<file path="config.mk">
export PLATFORM = sky130hd
export DESIGN_NAME = ti_bus_sampler_flat
export DESIGN_NICKNAME = d
export VERILOG_FILES = /design/src/rtl/ti_bus_sampler_pkg.sv /design/src/rtl/ti_bus_sampler_if.sv /design/src/rtl/ti_bus_sampler_sync.sv /design/src/rtl/ti_bus_sampler.sv /design/src/flat_wrapper.sv
export SDC_FILE = /design/constraint.sdc
export NUM_CORES = 1
export LEC_CHECK = 0
export CORE_AREA = 10 10 77 79
export CTS_CLUSTER_DIAMETER = 80
export DETAILED_ROUTE_END_ITERATION = 16
export DIE_AREA = 0 0 87 89
export GPL_TIMING_DRIVEN = 0
export HOLD_SLACK_MARGIN = 0.02
export PLACE_DENSITY = 0.7
export SETUP_SLACK_MARGIN = 0.4
export SLEW_MARGIN = 25
export SYNTH_ARGS = -nofsm -noshare
export SYNTH_HDL_FRONTEND = slang
export SYNTH_SLANG_ARGS = --single-unit
</file>
<file path="constraint.sdc">
create_clock -name clk -period 2.3 [get_ports clk]
set_clock_uncertainty 0.15 [all_clocks]
set_input_delay 0.23 -clock clk [delete_from_list [all_inputs] [get_ports clk]]
set_output_delay 0.23 -clock clk [all_outputs]
set_load 0.01 [all_outputs]
</file>
<file path="src/rtl/ti_bus_sampler_pkg.sv">
// ============================================================================
// Module : ti_bus_sampler_pkg
// Brief  : Shared constants, FSM encoding and CRU decode helper for the TI bus sampler.
// Rev    : 1.0
// ============================================================================
`default_nettype none

package ti_bus_sampler_pkg;

    localparam logic [15:0] TD_ADDR_DEF   = 16'h5FFF;
    localparam logic [15:0] TC_ADDR_DEF   = 16'h5FFD;
    localparam logic [3:0]  CRU_HI_NIBBLE = 4'h1;

    typedef enum logic [2:0] {
        ST_IDLE     = 3'd0,
        ST_QUAL_WR  = 3'd1,
        ST_QUAL_CRU = 3'd2,
        ST_ACCEPT   = 3'd3,
        ST_RELEASE  = 3'd4
    } state_t;

    // True when the CRU address selects bit 0 of the card at base 0x1n00.
    function automatic logic is_dsr_bit(input logic [0:15] a, input logic [3:0] base);
        return (a[0:3] == CRU_HI_NIBBLE) && (a[4:7] == base) && (a[8:14] == 7'd0);
    endfunction

endpackage

`default_nettype wire

</file>
<file path="src/rtl/ti_bus_sampler_if.sv">
// ============================================================================
// Module : ti_bus_sampler_if
// Brief  : TI-99/4A bus signals and the qualified write outputs of the sampler.
// Rev    : 1.0
// ============================================================================
`default_nettype none

interface ti_bus_sampler_if;
    logic [0:15] ti_a;
    logic [0:7]  ti_data;
    logic        ti_memen;
    logic        ti_we;
    logic        ti_cruclk;
    logic        ti_reset;
    logic [3:0]  cru_base;
    logic        td_wr;
    logic        tc_wr;
    logic [0:7]  wr_data;
    logic        cru_dsr_en;

    modport master (
        output ti_a, ti_data, ti_memen, ti_we, ti_cruclk, ti_reset, cru_base,
        input  td_wr, tc_wr, wr_data, cru_dsr_en
    );

    modport slave (
        input  ti_a, ti_data, ti_memen, ti_we, ti_cruclk, ti_reset, cru_base,
        output td_wr, tc_wr, wr_data, cru_dsr_en
    );
endinterface

`default_nettype wire

</file>
<file path="src/rtl/ti_bus_sampler_sync.sv">
// ============================================================================
// Module : ti_bus_sampler_sync
// Brief  : STAGES-deep flop synchronizer with configurable reset value.
// Rev    : 1.0
// ============================================================================
`default_nettype none

module ti_bus_sampler_sync #(
    parameter int   STAGES  = 2,
    parameter logic RST_VAL = 1'b1
) (
    input  wire logic clk,
    input  wire logic rst_n,
    input  wire logic d,
    output logic      q
);

    logic [STAGES-1:0] r_sync;

    always_ff @(posedge clk or negedge rst_n) begin
        if (!rst_n) begin
            r_sync <= {STAGES{RST_VAL}};
        end else begin
            r_sync <= {r_sync[STAGES-2:0], d};
        end
    end

    assign q = r_sync[STAGES-1];

endmodule

`default_nettype wire

</file>
<file path="src/rtl/ti_bus_sampler.sv">
// ============================================================================
// Module : ti_bus_sampler
// Brief  : Synchronizes and glitch-qualifies TI memory/CRU writes into clk-domain strobes.
// Rev    : 1.0
// ============================================================================
`default_nettype none

module ti_bus_sampler
    import ti_bus_sampler_pkg::*;
#(
    parameter int          SYNC_STAGES = 2,
    parameter int          QUAL_CYCLES = 3,
    parameter logic [15:0] TD_ADDR     = TD_ADDR_DEF,
    parameter logic [15:0] TC_ADDR     = TC_ADDR_DEF
) (
    input  wire logic       clk,
    input  wire logic       rst_n,
    ti_bus_sampler_if.slave bus
);

    localparam logic [3:0] C_QUAL = 4'(QUAL_CYCLES);

    logic [3:0]  w_async;
    logic [3:0]  w_synced;
    logic        w_we_s, w_memen_s, w_cruclk_s, w_reset_s;
    logic [0:15] r_a;
    logic [0:7]  r_data;
    state_t      r_state, w_next;
    logic [3:0]  r_cnt, w_cnt_next;
    logic        r_is_wr, w_is_wr_next;
    logic        w_fire;
    logic        r_td_wr, r_tc_wr, r_dsr_en;
    logic [0:7]  r_wr_data;

    assign w_async = {bus.ti_reset, bus.ti_cruclk, bus.ti_memen, bus.ti_we};

    for (genvar i = 0; i < 4; i++) begin : g_sync
        ti_bus_sampler_sync #(.STAGES(SYNC_STAGES), .RST_VAL(1'b1)) u_sync (
            .clk   (clk),
            .rst_n (rst_n),
            .d     (w_async[i]),
            .q     (w_synced[i])
        );
    end

    assign w_we_s     = w_synced[0];
    assign w_memen_s  = w_synced[1];
    assign w_cruclk_s = w_synced[2];
    assign w_reset_s  = w_synced[3];

    always_ff @(posedge clk or negedge rst_n) begin
        if (!rst_n) begin
            r_a     <= '0;
            r_data  <= '0;
            r_state <= ST_IDLE;
            r_cnt   <= '0;
            r_is_wr <= 1'b0;
        end else begin
            r_a     <= bus.ti_a;
            r_data  <= bus.ti_data;
            r_state <= w_next;
            r_cnt   <= w_cnt_next;
            r_is_wr <= w_is_wr_next;
        end
    end

    // The accept action fires on the transition into ACCEPT so the strobe lands on the ACCEPT cycle.
    always_comb begin
        w_next       = r_state;
        w_cnt_next   = r_cnt;
        w_is_wr_next = r_is_wr;
        w_fire       = 1'b0;
        if (!w_reset_s) begin
            w_next     = ST_IDLE;
            w_cnt_next = '0;
        end else begin
            case (r_state)
                ST_IDLE: begin
                    w_cnt_next = '0;
                    if (!w_we_s && !w_memen_s) begin
                        w_next       = ST_QUAL_WR;
                        w_cnt_next   = 4'd1;
                        w_is_wr_next = 1'b1;
                    end else if (!w_cruclk_s) begin
                        w_next       = ST_QUAL_CRU;
                        w_cnt_next   = 4'd1;
                        w_is_wr_next = 1'b0;
                    end
                end
                ST_QUAL_WR, ST_QUAL_CRU: begin
                    if ((r_state == ST_QUAL_WR) ? (w_we_s || w_memen_s) : w_cruclk_s) begin
                        w_next     = ST_IDLE;
                        w_cnt_next = '0;
                    end else if (r_cnt >= C_QUAL) begin
                        w_next = ST_ACCEPT;
                        w_fire = 1'b1;
                    end else if (r_cnt != 4'hF) begin
                        w_cnt_next = r_cnt + 4'd1;
                    end
                end
                ST_ACCEPT: begin
                    w_next     = ST_RELEASE;
                    w_cnt_next = '0;
                end
                ST_RELEASE: begin
                    if (r_is_wr ? (w_we_s && w_memen_s) : w_cruclk_s) begin
                        w_next = ST_IDLE;
                    end
                end
                default: begin
                    w_next     = ST_IDLE;
                    w_cnt_next = '0;
                end
            endcase
        end
    end

    always_ff @(posedge clk or negedge rst_n) begin
        if (!rst_n) begin
            r_td_wr   <= 1'b0;
            r_tc_wr   <= 1'b0;
            r_wr_data <= '0;
            r_dsr_en  <= 1'b0;
        end else begin
            r_td_wr <= 1'b0;
            r_tc_wr <= 1'b0;
            if (!w_reset_s) begin
                r_dsr_en <= 1'b0;
            end else if (w_fire) begin
                if (r_is_wr) begin
                    r_wr_data <= r_data;
                    r_td_wr   <= (r_a == TD_ADDR);
                    r_tc_wr   <= (r_a == TC_ADDR);
                end else if (is_dsr_bit(r_a, bus.cru_base)) begin
                    r_dsr_en <= r_a[15];
                end
            end
        end
    end

    assign bus.td_wr      = r_td_wr;
    assign bus.tc_wr      = r_tc_wr;
    assign bus.wr_data    = r_wr_data;
    assign bus.cru_dsr_en = r_dsr_en;

endmodule

`default_nettype wire
</file>
<file path="src/flat_wrapper.sv">
// flat-port wrapper written by rule: the top's interface ports become plain ports
module ti_bus_sampler_flat import ti_bus_sampler_pkg::*;
#(
    parameter int          SYNC_STAGES = 2,
    parameter int          QUAL_CYCLES = 3,
    parameter logic [15:0] TD_ADDR     = TD_ADDR_DEF,
    parameter logic [15:0] TC_ADDR     = TC_ADDR_DEF
)
  (clk, rst_n, bus_ti_a, bus_ti_data, bus_ti_memen, bus_ti_we, bus_ti_cruclk, bus_ti_reset, bus_cru_base, bus_td_wr, bus_tc_wr, bus_wr_data, bus_cru_dsr_en);
  ti_bus_sampler_if bus_i ();
  input  wire logic clk;
  input  wire logic rst_n;
  input wire logic [$bits(bus_i.ti_a)-1:0] bus_ti_a;
  input wire logic [$bits(bus_i.ti_data)-1:0] bus_ti_data;
  input wire logic [$bits(bus_i.ti_memen)-1:0] bus_ti_memen;
  input wire logic [$bits(bus_i.ti_we)-1:0] bus_ti_we;
  input wire logic [$bits(bus_i.ti_cruclk)-1:0] bus_ti_cruclk;
  input wire logic [$bits(bus_i.ti_reset)-1:0] bus_ti_reset;
  input wire logic [$bits(bus_i.cru_base)-1:0] bus_cru_base;
  output wire logic [$bits(bus_i.td_wr)-1:0] bus_td_wr;
  output wire logic [$bits(bus_i.tc_wr)-1:0] bus_tc_wr;
  output wire logic [$bits(bus_i.wr_data)-1:0] bus_wr_data;
  output wire logic [$bits(bus_i.cru_dsr_en)-1:0] bus_cru_dsr_en;
  assign bus_i.ti_a = bus_ti_a;
  assign bus_i.ti_data = bus_ti_data;
  assign bus_i.ti_memen = bus_ti_memen;
  assign bus_i.ti_we = bus_ti_we;
  assign bus_i.ti_cruclk = bus_ti_cruclk;
  assign bus_i.ti_reset = bus_ti_reset;
  assign bus_i.cru_base = bus_cru_base;
  assign bus_td_wr = bus_i.td_wr;
  assign bus_tc_wr = bus_i.tc_wr;
  assign bus_wr_data = bus_i.wr_data;
  assign bus_cru_dsr_en = bus_i.cru_dsr_en;
  ti_bus_sampler #(.SYNC_STAGES(SYNC_STAGES), .QUAL_CYCLES(QUAL_CYCLES), .TD_ADDR(TD_ADDR), .TC_ADDR(TC_ADDR)) u_core (.clk(clk), .rst_n(rst_n), .bus(bus_i));
endmodule
</file>
==> flow_summary.yaml <==
final_layout:
  layout.nets: 223
  diodes: 0
  final_cell_mix: "clkdlybuf4s50_1, dfrtp_1, dfstp_2"
  final_layout_size_suffix_gt1_frac: 0.228
  fillerInstances: 351
  syn_to_final_growth_pct: 40.0
  final_cell_area_um2: 2620
global_route:
  antenna_found_initial: 0
  grt_pass1_wl_mm: 6.30
  grt_max_degree: 30
  grt_pass1_vias: 1374
  gr-total-overflow: 0
  grt.total_usage: 0.104
clocking:
  clk_pin_slew_ns: 0.09
  htreeDepth: 2
  cts_tree: "done"
  cts_inserted_buffers: 5
  clk_latency_ns: 0.30
  cts_buffer_depth: 2
  cts-root-buf: "clkbuf_8"
  cts_sinks: 51
worst_setup_path:
  crit_required_ns: 2.33
  endpoint_kind: "register"
  crit_type: "register to register"
  startpoint: "u_core.r_state[0]"
  crit_arrival_ns: 2.18
  rrSetupSlack_ns: 0.15
  critPathMaxFanout: 10
  cp-start-kind: "register"
  r2r-start: "u_core.r_state[0]"
sta:
  tightest_slew_ns: 0.641
  period_needed_ns: 2.15
  maxSlewHeadroom: 0.569
  post-route-period-util: 0.934
  worst_slack_ns: 0.152
  slew_violations: 0
  fmax_mhz: 465
  hold_slack_ns: 0.185
  setup_viol: 0
  rsz0062_at_grt: "yes"
  hold_viol_final: 0
logic_synthesis:
  yosysWarningCount: 0
  avgSynthCellArea_um2: 14.2
  syn_nets: 167
  synth_cells: 132
  synth_seq_cells: 51
  synth-seq-area-share: 0.688
  synth_area_um2: 1870
  synth.distinct_cells: 39
floorplanning:
  die_height_um: 89
  initial_core_util: 0.412
  rows: 25
  core_um2: 4540
  die_area_um2: 7740
  io_pins: 45
  die_w_um: 87
min_path:
  hp-class: "primary input to register"
  min-delay-start: "bus_ti_reset"
routing:
  drc: 0
  dr.pass1.iters: 4
  wl_per_cell_um: 15.6
  vias: 1223
  totalWireLength_mm: 3.80
  vias_per_cell: 5.03
  postRouteAntennaNets: 0
  drtIter0Drc: 56
run:
  maxCapViolations: 0
power_and_ir_drop:
  ir_worst_vdd_uv: 514
  p_leak_nw: 1.12
  power_density_nw_per_um2: 752
placement:
  place_area_um2: 2400
  place_ws_ns: -0.122
  hpwl_mm: 2.88
  gp_congestion: 0.839
  port_buffers: 44
outcome:
  outcome: "completed"
-- per-layer routing --
metal  track usage  vias to the layer above  share of wire
li1              -                      583              -
met2         0.168                       35           0.50
met5             0                        -              0
met1         0.110                      598           0.40
met4        0.0339                        0          0.013
met3        0.0611                        7          0.093
-- through the flow --
stage | cells | utilization | TNS (ns) | power, mW
after global placement | 230 | 0.526 | -19.60 | 1.33
after detailed placement | 231 | 0.529 | -0.930 | 1.34
final | 243 | 0.577 | 0 | 1.97
after floorplan | 132 | - | 0 | 1.21
after CTS | 242 | 0.570 | 0 | 1.98
after global routing | 243 | 0.577 | 0 | 2.08
-- flip-flops by register name, summed over array words and instances, names as in the netlist --
register,cells
u_core.bus.wr_data,8
u_core.r_a,16
u_core.r_is_wr,1
u_core.r_cnt,4
u_core.bus.tc_wr,1
u_core.g_sync.u_sync.r_sync,8
u_core.bus.cru_dsr_en,1
u_core.bus.td_wr,1
u_core.r_data,8
u_core.r_state,3
-- worst max-delay path: stages (launching register included) --
cell       delay [ns]
dfrtp_1          0.40
buf_6            0.14
or3b_4           0.42
a2111oi_4        0.41
buf_12           0.18
mux2_2           0.33
-- area by class of cell --
class	count	area (µm²)	area share
sequential	51	1290	0.492
multi-input combinational	75	603	0.231
timing repair buffer	49	504	0.193
clock buffer	6	82.6	0.0316
tap	54	67.6	0.0258
clock inverter	2	35.0	0.0134
buffer	2	22.5	0.00861
inverter	4	15.0	0.00574
-- cells in the mapped netlist --
library cell / number / area (µm²)
nand3_1: 3 / 15.0
a211o_1: 1 / 8.76
and3_1: 1 / 6.26
nor2_1: 6 / 22.5
ha_1: 1 / 12.5
nor4_1: 2 / 12.5
o41ai_1: 1 / 8.76
or2_2: 1 / 6.26
a21boi_0: 1 / 7.51
dfstp_2: 8 / 210
xnor2_1: 1 / 8.76
a32o_1: 1 / 10.0
inv_1: 4 / 15.0
a2111oi_4: 1 / 27.5
or4_1: 1 / 7.51
buf_6: 2 / 22.5
nor3b_1: 1 / 7.51
nor3_1: 3 / 15.0
and2_1: 3 / 18.8
or2b_2: 1 / 8.76
nand2b_1: 2 / 12.5
a31oi_1: 1 / 6.26
or3b_2: 1 / 8.76
or4b_1: 1 / 10.0
o21ai_0: 7 / 35.0
nor2b_1: 1 / 6.26
xor2_1: 3 / 26.3
a22o_1: 2 / 17.5
a211o_2: 2 / 20.0
dfrtp_1: 43 / 1080
nand4_1: 4 / 25.0
or3b_4: 1 / 11.3
mux2_2: 8 / 90.1
or3_1: 1 / 6.26
o2bb2ai_1: 1 / 8.76
nand2_1: 7 / 26.3
o311ai_0: 1 / 8.76
o211ai_1: 2 / 15.0
o31ai_1: 1 / 7.51
-- power breakdown --
group          total (mW)  leakage (nW)  switching [mW]  internal [mW]
combinational       0.324         0.431           0.153          0.171
clock               0.633        0.0612           0.281          0.352
sequential           1.01         0.625          0.0487          0.963
total                1.97          1.12           0.482           1.49
-- worst paths after layout --
path | endpoint | cells past startpoint
worst min-delay path | u_core.g_sync[3].u_sync.r_sync[0] | 1
worst max register to register | u_core.bus.wr_data[3] | 5
min in group asynchronous | u_core.r_data[6] | 2
worst min register to register | u_core.g_sync[1].u_sync.r_sync[1] | 0
max in group asynchronous | u_core.bus.wr_data[3] | 3
worst max-delay path | u_core.bus.wr_data[3] | 5
-- repair_timing --
item,4_1_cts,5_1_grt
hold endpoints to repair,14,0
pin swaps,3,6
setup endpoints to repair,15,17
setup buffers,2,1
resized for setup,5,3
hold buffers,1,0
-- cell families (layout without fill, tap and decap cells) --
| family | count (synthesis) | count (layout) | synth area share |
|---|---|---|---|
| simple gates | 40 | 40 | 0.121 |
| fa+ha+maj | 1 | 1 | 0.00669 |
| compound gates | 22 | 22 | 0.0971 |
| mux | 8 | 8 | 0.0482 |
| xor+xnor | 4 | 4 | 0.0187 |
| buf+inv | 6 | 63 | 0.0201 |
| flops | 51 | 51 | 0.688 |
(Power assumes the default switching activity.)
